[src/rtl/spi_slave.sv]
// -----------------------------------------------------------------------------
// spi_slave
// SPI slave, CPOL=0 / CPHA=1, MSB first, oversampled by the system clock.
// SPI_CLK, SPI_EN and SPI_MOSI are synchronised into the clk domain and SCK
// edges are detected from the synchronised clock. One-byte transmit buffer
// feeds the TX shift register at every byte start; received bytes are
// presented on rx_data with a single-cycle rx_valid pulse.
//
// Optional feature: define SPI_SLAVE_UNDERRUN_EN to build the sticky
// tx_underrun flag; otherwise tx_underrun is tied to 0.
//
// Parameters:
//   SYNC_STAGES  synchroniser depth (>= 2) on SPI_CLK, SPI_EN, SPI_MOSI
// Ports:
//   clk          system clock, rising edge
//   rst_n        asynchronous active-low reset
//   SPI_CLK      serial clock from master (idles low, <= clk/8)
//   SPI_EN       active-high select, frames one or more bytes
//   SPI_MOSI     serial data from master
//   SPI_MISO     serial data to master
//   tx_data      next byte to send
//   tx_load      write strobe for tx_data (accepted only when tx_ready)
//   tx_ready     transmit buffer empty
//   rx_data      last complete received byte
//   rx_valid     one-cycle pulse when rx_data updates
//   tx_underrun  sticky: a byte started with nothing buffered
// -----------------------------------------------------------------------------
module spi_slave #(
    parameter int SYNC_STAGES = 2
) (
    input  logic       clk,
    input  logic       rst_n,
    input  logic       SPI_CLK,
    input  logic       SPI_EN,
    input  logic       SPI_MOSI,
    output logic       SPI_MISO,
    input  logic [7:0] tx_data,
    input  logic       tx_load,
    output logic       tx_ready,
    output logic [7:0] rx_data,
    output logic       rx_valid,
    output logic       tx_underrun
);

    typedef enum logic {
        IDLE   = 1'b0,
        ACTIVE = 1'b1
    } state_t;

    // ---------------------------------------------------------------------
    // Input synchronisers
    // ---------------------------------------------------------------------
    logic [SYNC_STAGES-1:0] sck_sync_reg;
    logic [SYNC_STAGES-1:0] en_sync_reg;
    logic [SYNC_STAGES-1:0] mosi_sync_reg;

    generate
        for (genvar gi = 0; gi < SYNC_STAGES; gi++) begin : g_sync
            if (gi == 0) begin : g_first
                always_ff @(posedge clk or negedge rst_n) begin
                    if (!rst_n) begin
                        sck_sync_reg[gi]  <= 1'b0;
                        en_sync_reg[gi]   <= 1'b0;
                        mosi_sync_reg[gi] <= 1'b0;
                    end else begin
                        sck_sync_reg[gi]  <= SPI_CLK;
                        en_sync_reg[gi]   <= SPI_EN;
                        mosi_sync_reg[gi] <= SPI_MOSI;
                    end
                end
            end else begin : g_rest
                always_ff @(posedge clk or negedge rst_n) begin
                    if (!rst_n) begin
                        sck_sync_reg[gi]  <= 1'b0;
                        en_sync_reg[gi]   <= 1'b0;
                        mosi_sync_reg[gi] <= 1'b0;
                    end else begin
                        sck_sync_reg[gi]  <= sck_sync_reg[gi-1];
                        en_sync_reg[gi]   <= en_sync_reg[gi-1];
                        mosi_sync_reg[gi] <= mosi_sync_reg[gi-1];
                    end
                end
            end
        end
    endgenerate

    logic sck_s;
    logic en_s;
    logic mosi_s;
    logic sck_last_reg;

    assign sck_s  = sck_sync_reg[SYNC_STAGES-1];
    assign en_s   = en_sync_reg[SYNC_STAGES-1];
    assign mosi_s = mosi_sync_reg[SYNC_STAGES-1];

    // One extra flop behind the synchroniser so both edge-detect samples
    // are fully synchronised.
    always_ff @(posedge clk or negedge rst_n) begin
        if (!rst_n) begin
            sck_last_reg <= 1'b0;
        end else begin
            sck_last_reg <= sck_s;
        end
    end

    logic sck_rise;
    logic sck_fall;
    assign sck_rise = sck_s & ~sck_last_reg;
    assign sck_fall = ~sck_s & sck_last_reg;

    // ---------------------------------------------------------------------
    // FSM: state register / next state / outputs
    // ---------------------------------------------------------------------
    state_t state_reg;
    state_t state_next;

    always_ff @(posedge clk or negedge rst_n) begin
        if (!rst_n) begin
            state_reg <= IDLE;
        end else begin
            state_reg <= state_next;
        end
    end

    always_comb begin
        state_next = state_reg;
        case (state_reg)
            IDLE:    if (en_s)  state_next = ACTIVE;
            ACTIVE:  if (!en_s) state_next = IDLE;
            default: state_next = IDLE;
        endcase
    end

    logic       miso_reg;
    logic       buf_full_reg;

    always_comb begin
        SPI_MISO = 1'b0;
        tx_ready = ~buf_full_reg;
        if (state_reg == ACTIVE) begin
            SPI_MISO = miso_reg;
        end
    end

    // ---------------------------------------------------------------------
    // Control strobes
    // ---------------------------------------------------------------------
    logic [2:0] bit_cnt_reg;
    logic       edge_en;      // SCK edges count only while selected
    logic       byte_done;    // 8th falling edge of a byte
    logic       byte_start;   // TX shift register reload point
    logic       abort;        // select dropped: leave ACTIVE
    logic       load_accept;

    assign edge_en     = (state_reg == ACTIVE) && en_s;
    assign byte_done   = edge_en && sck_fall && (bit_cnt_reg == 3'd7);
    assign byte_start  = ((state_reg == IDLE) && en_s) || byte_done;
    assign abort       = (state_reg == ACTIVE) && !en_s;
    assign load_accept = tx_load && !buf_full_reg;

    // ---------------------------------------------------------------------
    // Transmit buffer
    // A byte start takes priority over a same-cycle load: the load lands in
    // the now-free buffer only if the buffer was empty at the start.
    // ---------------------------------------------------------------------
    logic [7:0] buf_reg;

    always_ff @(posedge clk or negedge rst_n) begin
        if (!rst_n) begin
            buf_reg      <= 8'h00;
            buf_full_reg <= 1'b0;
        end else if (byte_start && buf_full_reg) begin
            buf_full_reg <= 1'b0;
        end else if (load_accept) begin
            buf_reg      <= tx_data;
            buf_full_reg <= 1'b1;
        end
    end

    // ---------------------------------------------------------------------
    // Shift datapath
    // ---------------------------------------------------------------------
    logic [7:0] tx_shift_reg;
    logic [7:0] rx_shift_reg;
    logic [7:0] rx_data_reg;
    logic       rx_valid_reg;

    always_ff @(posedge clk or negedge rst_n) begin
        if (!rst_n) begin
            tx_shift_reg <= 8'h00;
            rx_shift_reg <= 8'h00;
            bit_cnt_reg  <= 3'd0;
            miso_reg     <= 1'b0;
            rx_data_reg  <= 8'h00;
            rx_valid_reg <= 1'b0;
        end else begin
            rx_valid_reg <= 1'b0;
            if (abort) begin
                // Partial byte is discarded; any consumed TX byte is lost.
                tx_shift_reg <= 8'h00;
                rx_shift_reg <= 8'h00;
                bit_cnt_reg  <= 3'd0;
                miso_reg     <= 1'b0;
            end else begin
                if (byte_start) begin
                    tx_shift_reg <= buf_full_reg ? buf_reg : 8'h00;
                end else if (edge_en && sck_rise) begin
                    miso_reg     <= tx_shift_reg[7];
                    tx_shift_reg <= {tx_shift_reg[6:0], 1'b0};
                end
                if (edge_en && sck_fall) begin
                    rx_shift_reg <= {rx_shift_reg[6:0], mosi_s};
                    bit_cnt_reg  <= bit_cnt_reg + 3'd1;
                end
                if (byte_done) begin
                    rx_data_reg  <= {rx_shift_reg[6:0], mosi_s};
                    rx_valid_reg <= 1'b1;
                end
            end
        end
    end

    assign rx_data  = rx_data_reg;
    assign rx_valid = rx_valid_reg;

    // ---------------------------------------------------------------------
    // Optional underrun flag
    // An accepted load clears the flag even when it coincides with an empty
    // byte start, since the buffer holds data again afterwards.
    // ---------------------------------------------------------------------
`ifdef SPI_SLAVE_UNDERRUN_EN
    logic underrun_reg;

    always_ff @(posedge clk or negedge rst_n) begin
        if (!rst_n) begin
            underrun_reg <= 1'b0;
        end else if (load_accept) begin
            underrun_reg <= 1'b0;
        end else if (byte_start && !buf_full_reg) begin
            underrun_reg <= 1'b1;
        end
    end

    assign tx_underrun = underrun_reg;
`else
    assign tx_underrun = 1'b0;
`endif

endmodule

[config.mk]
export PLATFORM = sky130hd
export DESIGN_NAME = spi_slave
export DESIGN_NICKNAME = d
export VERILOG_FILES = /design/src/rtl/spi_slave.sv
export SDC_FILE = /design/constraint.sdc
export NUM_CORES = 1
export LEC_CHECK = 0
export ABC_AREA = 1
export BUFFER_PORTS_ARGS = -buffer_cell sky130_fd_sc_hd__buf_2
export CAP_MARGIN = 20
export CORE_UTILIZATION = 50
export CTS_CLUSTER_SIZE = 20
export DETAILED_ROUTE_END_ITERATION = 12
export GPL_TIMING_DRIVEN = 0
export PLACE_DENSITY_LB_ADDON = 0.1
export SLEW_MARGIN = 30
export SYNTH_ARGS = -nofsm -noshare
export SYNTH_HDL_FRONTEND = slang
export SYNTH_SLANG_ARGS = --single-unit
[constraint.sdc]
create_clock -name clk -period 1.3 [get_ports clk]
set_input_delay 0.26 -clock clk [delete_from_list [all_inputs] [get_ports clk]]
set_output_delay 0.26 -clock clk [all_outputs]
set_load 0.05 [all_outputs]
== Yosys cells after proc, flatten, opt, wreduce, memory -nomap -nowiden ==
Cells that the tools add are included.

* Register bits after elaboration: 45
* Latch bits: 0
* Bits in writable memories: 0
* Bits in read-only memories: 0
* Bits of input ports: 14
* Output and inout port bits: 12
* Word-level logic and storage cells: 62
* Memories kept: 0

* $add $sub $neg: 1
* $mul: 0
* Div/mod/pow operators: 0
* Magnitude comparators: 0
* Equality and inequality tests: 2
* Shifts and indexed selects: 0
* Multiplexer cells: 17
* Bitwise operators: 8
* Reduce and logical (&&, ||, !) cells: 18

{| class="wikitable"
|+ Operator list
! operator !! count
|-
| $mux W8 || 4
|-
| $mux W7 || 2
|-
| $mux W1 || 9
|-
| $logic_and A1 B1 Y1 || 8
|-
| $mux W3 || 2
|-
| $not A1 Y1 || 6
|-
| $reduce_and A2 Y1 || 3
|-
| $reduce_bool A2 Y1 || 3
|-
| $add A3 B1 Y3 const B || 1
|-
| $eq A3 B3 Y1 const B || 1
|-
| $reduce_bool A3 Y1 || 1
|-
| $and A1 B1 Y1 || 2
|-
| $logic_not A1 Y1 || 2
|-
| $ne A2 B1 Y1 const B || 1
|-
| $logic_or A1 B1 Y1 || 1
|}

== Longest topological paths before layout ==
Gate-level depths: netlist of the first run.

* Word-level depth: 8
* Depth in mapped cells: 8
* Gate-level depth less buffers: 8

== Worst setup path before layout of the first run ==
OpenSTA, ideal clock, no wires.

* Kind: reg2reg
* From: register buf_full_reg
* To: register buf_reg[0]
* Setup time: 0.125 ns
* Data arrival time: 1.351 ns
* Data required time: 1.175 ns
* Path slack: -0.176 ns
* Cell stages (with the launch flop): 5
* Buffers on the path: 1
* Clock period less this slack: 1.476 ns
* Cells stage by stage: dfrtp_1 buf_2 inv_1 nand2_2 mux2_2

* Longest elaborated chain between the ends: 3
* Elaborated cells on any way between the ends: 5
* Those cells by class: bitwise (1); reduce/logical (4)

{| class="wikitable"
|+ RTL lines
! element !! line !! text
|-
| start: declaration || 135 || <nowiki>logic buf_full_reg;</nowiki>
|-
| start signal: assignment || 171 || <nowiki>buf_full_reg <= 1'b0;</nowiki>
|-
| start signal: assignment || 173 || <nowiki>buf_full_reg <= 1'b0;</nowiki>
|-
| start signal: assignment || 176 || <nowiki>buf_full_reg <= 1'b1;</nowiki>
|-
| $logic_not A1 Y1 / $logic_and A1 B1 Y1 (equally long branches) || 159, 172 ||
|-
| $logic_and A1 B1 Y1 / $not A1 Y1 (equally long branches) || n/a ||
|-
| $reduce_and A2 Y1 (no line) (*) || n/a ||
|-
| end signal: assignment || 175 || <nowiki>buf_reg <= tx_data;</nowiki>
|-
| end: declaration || 166 || <nowiki>logic [7:0] buf_reg;</nowiki>
|}

Every way passes the cells marked *; elsewhere a longest branch is shown, timed or not.
A chain may end at the register's enable or synchronous reset.

== Final worst setup path of the first run ==
* From: register bit_cnt_reg[0]
* To: register tx_shift_reg[3]

* Longest elaborated chain between the ends: 5
* Elaborated cells on any way between the ends: 6
* Those cells by class: eq/ne (1); mux (2); reduce/logical (3)

{| class="wikitable"
|+ RTL lines
! element !! line !! text
|-
| start: declaration || 148 || <nowiki>logic [2:0] bit_cnt_reg;</nowiki>
|-
| start signal: assignment || 213 || <nowiki>bit_cnt_reg <= bit_cnt_reg + 3'd1;</nowiki>
|-
| $eq A3 B3 Y1 (*) || 156 || <nowiki>assign byte_done = edge_en && sck_fall && (bit_cnt_reg == 3'd7);</nowiki>
|-
| $logic_and A1 B1 Y1 (*) || 156 ||
|-
| $logic_or A1 B1 Y1 (*) || 157 || <nowiki>assign byte_start = ((state_reg == IDLE) && en_s) || byte_done;</nowiki>
|-
| $mux W8 || 205 || <nowiki>if (byte_start) begin</nowiki>
|-
| $mux W8 || 198 || <nowiki>if (abort) begin</nowiki>
|-
| end signal: assignment || 206 || <nowiki>tx_shift_reg <= buf_full_reg ? buf_reg : 8'h00;</nowiki>
|-
| end signal: assignment || 209 || <nowiki>tx_shift_reg <= {tx_shift_reg[6:0], 1'b0};</nowiki>
|-
| end: declaration || 183 || <nowiki>logic [7:0] tx_shift_reg;</nowiki>
|}

Marked as above.

==> results of run 1 <==
routing by layer:
| metal | routed length (um) | track usage |
|---|---|---|
| met1 | 1546 | 0.2439 |
| met2 | 1613 | 0.3193 |
| met3 | 140 | 0.05474 |
| met4 | 36 | 0.05233 |
| met5 | 0 | 0 |
final cells by class:
cell class | count | area, um^2
Buffer | 4 | 37.54
Clock buffer | 5 | 68.82
Clock inverter | 3 | 65.06
Fill cell | 272 | 1109
Inverter | 22 | 86.33
Multi-Input combinational cell | 115 | 683.2
Sequential cell | 45 | 1126
Tap cell | 46 | 57.56
Timing Repair Buffer | 32 | 209.0
power breakdown:
group,internal (mW),total (mW),switching (mW)
Sequential,1.57,1.66,0.0925
Clock,0.763,1.22,0.456
Combinational,0.300,0.621,0.321
Total,2.63,3.50,0.869
what timing repair did:
action                                  4_1_cts  5_1_grt
gates cloned                                  0        0
pin swaps                                     4        2
hold buffers                                  0        1
endpoints found under the setup margin       28       24
setup buffers                                 6        1
hold endpoints to repair                      0       14
gates resized for setup                      14        5
worst max-delay path: stages, from the launching register on:
cell and delay, ps:
dfrtp_1 400, ha_2 190, ha_4 160, nand3_4 130, nand2_8 70, nor2_4 210, buf_6 150, nand2_1 50
nand2_1 60
cell families after synthesis:
group | count (synthesis) | share of synthesized area
and+or+nand+nor | 88 | 0.2208
muxes | 8 | 0.04891
other | 1 | 0.002036
buffers and inverters | 26 | 0.05639
AOI/OAI and AO/OA | 16 | 0.04687
adders and majority gates | 2 | 0.01358
DFF | 45 | 0.6114
metrics by stage:
stage / hold WS [ps] / TNS, ps / area, um^2 / total power [mW]
6_report: 73.59 / -1380 / 2333 / 3.500
5_1_grt: 57.54 / -2389 / 2333 / 3.673
4_1_cts: 63.08 / -1448 / 2292 / 3.513
3_5_place_dp: 338.7 / -3922 / 2068 / 2.227
3_3_place_gp: 334.0 / -3147 / 2068 / 2.202
2_1_floorplan: -35.59 / -1470 / 1891 / 2.089
worst paths after layout:
kind	slack [ps]	start	cells after the start	endpoint
max in group asynchronous	420	rst_n	2	bit_cnt_reg[2]$_DFFE_PN0P_
worst max-delay path	-180	bit_cnt_reg[0]$_DFFE_PN0P_	8	tx_shift_reg[3]$_DFFE_PN0P_
min in group asynchronous	500	rst_n	2	rx_data[4]$_DFFE_PN0P_
worst max register to register	-180	bit_cnt_reg[0]$_DFFE_PN0P_	8	tx_shift_reg[3]$_DFFE_PN0P_
worst min register to register	350	mosi_sync_reg[0]$_DFF_PN0_	0	mosi_s$_DFF_PN0_
worst min-delay path	70	SPI_CLK	1	sck_sync_reg[0]$_DFF_PN0_
cells in the final DEF (no fill, tap or decap), types with 2 or more instances in the layout:
cell type	netlist	final
buf_6	0	5
inv_1	17	16
nand2_1	65	63
clkbuf_8	0	5
o21ai_0	3	2
nand2_4	1	3
buf_4	1	7
nor2_4	1	2
mux2_2	8	3
o21ai_1	8	8
o22ai_1	5	5
inv_2	5	5
mux2_4	0	5
buf_2	2	21
bufinv_16	0	2
nand2_2	4	3
nand3_1	13	13
dfrtp_1	45	45
==> key figures, run 1 <==
Die
  • DIE HEIGHT: 62.69 um
  • Row cnt: 21
  • Io pins: 26
  • Die area: just under 4000 um^2
  • Initial Util: 0.5351
  • Die W: between 60 and 70 um
  • Core area: 3442 um^2

CTS
  • Worst skew pair latency: approximately 300 ps
  • Clock sink total: 45
  • CTS root buffer: clkbuf_8
  • CTS Buf Count: 5
  • Clk buf depth: 2
  • H-tree depth: 2
  • Clock transition at path regs: around 90 ps
  • CTS tree: built

Synthesis
  • Commonest cells in the netlist: nand2_1, dfrtp_1, inv_1
  • Register bit count reported by yosys: 45
  • Synth Warn #: 0
  • Post-synth EDFFs: 0
  • Syn nets: just over 200
  • Cell area after synthesis: around 1800 um^2
  • Most used DFF post-synth: dfrtp_1
  • Sequential fraction of the synthesis area: 0.6114
  • Unique masters post-synth: 20
  • Count leader, synth: nand2_1
  • Synth Area per Inst: 9.902 um^2
  • Synth area leader: dfrtp_1
  • Asr flop ratio synth: 1.000
  • Area share of the largest cell type after synthesis: 0.6114
  • Ranking of synthesized cells by area: dfrtp_1, nand2_1, mux2_2, nand3_1, inv_1
  • Mapped Cells: roughly 190

STA
  • Fin crit share: 1.137
  • Setup WS post-layout: -178.6 ps
  • Fin crit period: approximately 1500 ps
  • Max-slew headroom: 0.6339
  • Setup Skew: ~11 ps
  • Unrepaired setup endpoints after global routing: yes
  • Max-slew violations: 0
  • Final setup viols: 11
  • Worst-Margin Slew: around 550 ps
  • Maximum clock rate: 676.3 MHz
  • Final hold vios: 0

Routing
  • Drt total wl: around 3.3 mm
  • Remaining DRCs: 0
  • Routed Antenna Nets: 0
  • Routed len/inst: between 10 and 15 um
  • Detailed Routing Iterations Pass 1: 4
  • Routed vias: roughly 1300
  • 1st-iter DRT viols: between 60 and 70
  • Vias/cell: around 4.9

Placed design
  • PortBufs: 24
  • GP Congestion: approximately 0.76
  • Inst Count DP: 256
  • Placement Setup Slack: -266.6 ps
  • Detailed placement HPWL: ~2.2 mm

Finish
  • Share of cells above drive strength 1: 0.3186
  • ANT cells: 0
  • Final-stage net count: 241
  • Final core utilization: 0.6779
  • Final std cells w/o fill: about 270
  • Area delta synth->final: 26.70%

Global route
  • GR Util All Layers: 0.1917
  • Vias in the first global route: between 1000 and 1500
  • Antenna violations before repair: 0
  • Global route overflow: 0
  • Largest net degree at the start of global routing: 46
  • First-pass GRT wire length: 5.823 mm

Min path
  • Min-delay worst type: primary input to flop

Outcome
  • Violated checks: setup timing
  • Outcome: finished, violations left

Pwr
  • Power Dens Cells: ~1500 nW/um^2
  • Leak pwr: 1.266 nW
  • Worst vdd ir: between 900 and 1000 uV

Critical path
  • CP Capture Type: flop
  • CP max FO: 6
  • Type of origin of the critical path: flop
  • Required time of the critical path: between 1500 and 2000 ps
  • CP arrival: 1720 ps
  • CP Class: flop to flop

Job
  • Max Cap Viol: 0
Note: power is estimated with default switching activity, not from simulation.
==> run 2: changes to the inputs <==
PLACE_DENSITY = 0.74   (was default)
PLACE_DENSITY_LB_ADDON = default   (was 0.1)
==> run 2 against run 1 <==
Compared with the run above:
- the run still ends with setup timing left
- clock-buffer cell count unchanged
- cell count fell by 0.37%
- clock skew shrank 1.2 ps
- critical path depth grew 1
- cell area rose by 0.27%
- fmax fell by 1.3%
- non-clock buffer count shrank 1
- first-iteration DRC count is 38% higher
- sequential power hardly changed
- routed wire length grew 4.0%
- die area unchanged
- largest cell class unchanged
==> key figures, run 2 (same netlist as run 1, synthesis figures left out) <==
Outcome
  • Outcome: finished, violations left
  • Violated checks: setup timing

STA
  • Fin crit period: 1498 ps
  • Final hold vios: 0
  • Max-slew headroom: 0.6305
  • Setup Skew: 9.527 ps
  • Maximum clock rate: 667.5 MHz
  • Unrepaired setup endpoints after global routing: yes
  • Fin crit share: 1.152
  • Final setup viols: 13
  • Hold slack: 66.14 ps
  • Total negative slack: -1447 ps
  • Worst-Margin Slew: 554.2 ps
  • Max-slew violations: 0
  • Setup WS post-layout: -198.2 ps

Critical path
  • CP Capture Type: flop
  • CP peak stage delay: roughly 400 ps
  • Reg2reg end: tx_shift_reg[2]$_DFFE_PN0P_
  • Bufs and invs on worst path: 1
  • CP Class: flop to flop
  • RR Startpoint: bit_cnt_reg[0]$_DFFE_PN0P_
  • Worst path slowest cell: dfrtp_1
  • Crit path capture: tx_shift_reg[2]$_DFFE_PN0P_
  • Crit path top cell by count: nand2_2
  • Required time of the critical path: approximately 1500 ps
  • CP max FO: 7
  • Crit path cell chain: ha_2 > ha_4 > nand3_4 > nand2_8 > nor2_4 > buf_12 > nor2_8 > nand2_2 > nand2_2
  • Type of origin of the critical path: flop
  • Setup crit start: bit_cnt_reg[0]$_DFFE_PN0P_
  • R2r setup slk: -200 ps
  • CP arrival: approximately 1700 ps
  • CP top delay family: simple AND/OR/NAND/NOR gates
  • Reg2Reg Depth: 9
  • CP Depth: 9

Finish
  • Share of cells above drive strength 1: 0.3333
  • Commonest non-fill, non-tap cell in the layout: nand2_1
  • ANT cells: 0
  • Area delta synth->final: 27.04%
  • Final-stage net count: 240
  • Most frequent cells in the layout: nand2_1, dfrtp_1, buf_2
  • Final core utilization: 0.6798
  • Number of fill cells in the layout: 272

Routing
  • 1st-iter DRT viols: 94
  • Remaining DRCs: 0
  • Detailed Routing Iterations Pass 1: 4
  • Drt total wl: 3.471 mm
  • Routed vias: around 1300
  • Vias/cell: just under 5
  • Routed len/inst: roughly 13 um
  • Routed Antenna Nets: 0

Placed design
  • Placement Setup Slack: -269.1 ps
  • GP Congestion: between 0.7 and 0.8
  • Detailed placement HPWL: 2.082 mm
  • PortBufs: 24

Global route
  • First-pass GRT wire length: approximately 6.2 mm
  • Layer with the highest usage: met2
  • Met1 Use GR: 0.2798
  • Global route overflow: 0
  • Largest net degree at the start of global routing: between 40 and 50
  • GR Util met3: 0.06934
  • Met2 Track Usage GR: 0.3166
  • Antenna violations before repair: 0
  • GR Util All Layers: 0.2086
  • Vias in the first global route: approximately 1300

Die
  • DIE HEIGHT: between 60 and 70 um
  • Initial Util: 0.5351
  • Row cnt: 21
  • Core area: about 3400 um^2
  • Die W: approximately 63 um
  • Die area: 3930 um^2
  • Io pins: 26

Pwr
  • Power Dens Cells: approximately 1500 nW/um^2
  • Total power: between 3 and 4 mW
  • Leak pwr: roughly 1.3 nW
  • Worst vdd ir: 996.9 uV

CTS
  • CTS Buf Count: 5
  • Clock transition at path regs: 90 ps
  • H-tree depth: 2
  • CTS tree: built
  • CTS root buffer: clkbuf_8
  • Clock sink total: 45
  • Worst skew pair latency: ~300 ps
  • Clk buf depth: 2

Min path
  • Worst Hold Path Cells: 1
  • Min-delay worst type: primary input to flop

Job
  • Max Cap Viol: 0
-- run 2: cell types whose count changed in the layout (fill, tap and decap cells not counted), sizes merged --
cell,change
clkbuf,-1
-- run 2: through the flow --
stage               area [um^2]  std cells
floorplan                  1891        186
global placement           2068        256
detailed placement         2068        256
CTS                        2312        270
global route               2340        271
finish                     2340        271
-- run 2: final cells by class --
cell class	count	area (um^2)	share of cell area
multi-input cells	115	691.9	0.2957
repair buffers	32	214.0	0.09144
plain buffers	3	30.03	0.01283
well taps	46	57.56	0.02460
clock buffers	5	68.82	0.02941
flip-flops and latches	45	1126	0.4813
inverters	22	86.33	0.03690
clock inverters	3	65.06	0.02781
-- run 2: worst min path at each step --
| stage | startpoint | end | slack [ps] |
|---|---|---|---|
| final | SPI_EN | en_sync_reg[0]$_DFF_PN0_ | 70 |
| after global routing | SPI_EN | en_sync_reg[0]$_DFF_PN0_ | 50 |
| after CTS | SPI_EN | en_sync_reg[0]$_DFF_PN0_ | 60 |
| after detailed placement | mosi_sync_reg[0]$_DFF_PN0_ | mosi_s$_DFF_PN0_ | 340 |
| after global placement | en_sync_reg[0]$_DFF_PN0_ | en_s$_DFF_PN0_ | 330 |
| after floorplan | rst_n | bit_cnt_reg[0]$_DFFE_PN0P_ | -40 |
-- run 2: where the power goes --
part	internal, mW	leakage (nW)	switching, mW
Clock	0.763	0.0681	0.467
Combinational	0.289	0.612	0.320
Sequential	1.57	0.585	0.100
Total	2.62	1.26	0.886
-- run 2: metal layers --
metal | vias to the layer above | share of wire
met5 | - | 0
met4 | 0 | 0.026
li1 | 659 | -
met1 | 642 | 0.45
met2 | 39 | 0.47
met3 | 8 | 0.053
-- run 2: worst reg2reg max path: cells and delay by family (launching register included) --
family | cells | cell delay (ps)
and+or+nand+nor | 6 | 490
DFF | 1 | 400
adders and majority gates | 2 | 360
buffers and inverters | 1 | 140
-- run 2: what timing repair did --
item | CTS | global route
hold buffers | 0 | 1
setup endpoints to repair | 27 | 24
setup buffers | 5 | 2
resized for setup | 10 | 15
gates cloned | 1 | 0
hold endpoints to repair | 0 | 26
pin swaps | 3 | 1
==> run 3: changes to the inputs <==
CELL_PAD_IN_SITES_DETAIL_PLACEMENT = 1   (was default)
CELL_PAD_IN_SITES_GLOBAL_PLACEMENT = 1   (was default)
CORE_UTILIZATION = 39   (was 50)
GPL_ROUTABILITY_DRIVEN = 0   (was default)
==> run 3 against run 2 <==
Compared with the run above:
- the flow finishes with violations (DRC, setup timing)
- sequential power is essentially flat
- critical path type unchanged
- cell count increased by 2.6%
- register-to-register slack about the same
- clock skew decreased by 1.3 ps
- first-iteration DRC count fell by 50%
- flip-flop and latch count did not move
- cell area is 0.59% lower
- critical path depth unchanged
- worst setup slack better by 9.4 ps
- clock power down 31%
==> key figures, run 3 (same netlist as run 1, synthesis figures left out) <==
Critical path
  • CP Class: flop to flop
  • CP top delay family: simple AND/OR/NAND/NOR gates
  • CP max FO: 7
  • CP Depth: 9
  • Crit path cell chain: ha_2 > ha_4 > nand3_4 > nand2_8 > nor2_4 > buf_12 > nor2_8 > nand2_2 > nand2_1
  • CP Capture Type: flop
  • Worst path slowest cell: dfrtp_1
  • CP arrival: around 1700 ps
  • Required time of the critical path: 1470 ps
  • Type of origin of the critical path: flop
  • Reg2Reg Depth: 9
  • Bufs and invs on worst path: 1
  • CP peak stage delay: between 400 and 500 ps

STA
  • Setup Skew: between 8 and 9 ps
  • Maximum clock rate: about 670 MHz
  • Worst-Margin Slew: roughly 550 ps
  • Fin crit share: 1.145
  • Max-slew violations: 0
  • Setup WS post-layout: -188.9 ps
  • Final setup viols: 17
  • Final hold vios: 0
  • Unrepaired setup endpoints after global routing: yes
  • Max-slew headroom: 0.6307
  • Total negative slack: -1850 ps
  • Fin crit period: about 1500 ps
  • Hold slack: ~78 ps

Routing
  • Vias/cell: 4.824
  • 1st-iter DRT viols: 47
  • Routed len/inst: 13.26 um
  • Remaining DRCs: 4
  • Detailed Routing Iterations Pass 1: 7
  • Drt total wl: approximately 3.7 mm
  • Routed Antenna Nets: 0
  • Routed vias: between 1000 and 1500

Min path
  • Worst Hold Path Cells: 1
  • Min-delay worst type: primary input to flop

CTS
  • Clock transition at path regs: roughly 70 ps
  • H-tree depth: 2
  • CTS Buf Count: 5
  • Clock sink total: between 40 and 50
  • Worst skew pair latency: 290 ps
  • CTS root buffer: clkbuf_8
  • CTS tree: built
  • Clk buf depth: 2

Finish
  • ANT cells: 0
  • Share of cells above drive strength 1: 0.3451
  • Final instance area: approximately 2300 um^2
  • Most frequent cells in the layout: nand2_1, dfrtp_1, buf_2
  • Commonest non-fill, non-tap cell in the layout: nand2_1
  • Final std cells w/o fill: 278
  • Area delta synth->final: 26.29%
  • Number of fill cells in the layout: ~500
  • Final-stage net count: 242

Pwr
  • Worst vdd ir: between 800 and 900 uV
  • Power Dens Cells: about 1400 nW/um^2
  • Total power: 3.150 mW
  • Leak pwr: about 1.2 nW

Die
  • Initial Util: 0.4144
  • Row cnt: 24
  • Die area: between 5000 and 6000 um^2
  • Die W: 70.72 um
  • DIE HEIGHT: 70.72 um
  • Core area: 4444 um^2
  • Io pins: 26

Global route
  • Antenna violations before repair: 0
  • First-pass GRT wire length: about 6.4 mm
  • Vias in the first global route: 1395
  • Global route overflow: 0
  • GR Util All Layers: 0.1625
  • Largest net degree at the start of global routing: 46

Outcome
  • Violated checks: DRC, setup timing
  • Outcome: finished, violations left

Placed design
  • Inst Count DP: ~260
  • PortBufs: 24
  • Detailed placement HPWL: 2.411 mm
  • Placed Area: 2078 um^2

Job
  • Max Cap Viol: 0
run 3: metal layers:
layer	GRT usage	wire length [um]
met1	0.2294	1753
met2	0.2521	1811
met3	0.04274	99
met4	0.04000	21
met5	0	0
run 3: metrics by stage:
| step | utilization | worst slack, ps |
|---|---|---|
| 2_1_floorplan | - | -108.4 |
| 3_3_place_gp | 0.4671 | -276.0 |
| 3_5_place_dp | 0.4676 | -296.6 |
| 4_1_cts | 0.5146 | -179.2 |
| 5_1_grt | 0.5234 | -250.8 |
| 6_report | 0.5234 | -188.9 |
run 3: worst paths after layout:
check                                         endpoint  slack (ps)                       start
min in group asynchronous       rx_data[5]$_DFFE_PN0P_         510                       rst_n
setup reg to reg           tx_shift_reg[1]$_DFFE_PN0P_        -190  bit_cnt_reg[0]$_DFFE_PN0P_
hold / removal                en_sync_reg[0]$_DFF_PN0_          80                      SPI_EN
max in group asynchronous               en_s$_DFF_PN0_         380                       rst_n
hold reg to reg                       mosi_s$_DFF_PN0_         350  mosi_sync_reg[0]$_DFF_PN0_
setup / recovery           tx_shift_reg[1]$_DFFE_PN0P_        -190  bit_cnt_reg[0]$_DFFE_PN0P_
run 3: layout make-up:
cell class	instances	area (um^2)	area share
Sequential cell	45	1127	0.4847
Clock buffer	7	86.33	0.03712
Multi-Input combinational cell	115	699.4	0.3007
Tap cell	52	65.06	0.02797
Timing Repair Buffer	33	217.7	0.09360
Buffer	4	43.79	0.01883
Inverter	22	86.33	0.03712
run 3: power breakdown:
group	total [mW]	internal [mW]	switching (mW)
Combinational	0.636	0.306	0.330
Sequential	1.66	1.57	0.0953
Clock	0.851	0.422	0.429
run 3: repair_timing:
action                                  CTS  global route
pin swaps                                 5             3
gates cloned                              0             0
hold endpoints to repair                 45             0
gates resized for setup                  14            11
setup buffers                             7             2
hold buffers                              1             0
endpoints found under the setup margin   28            24
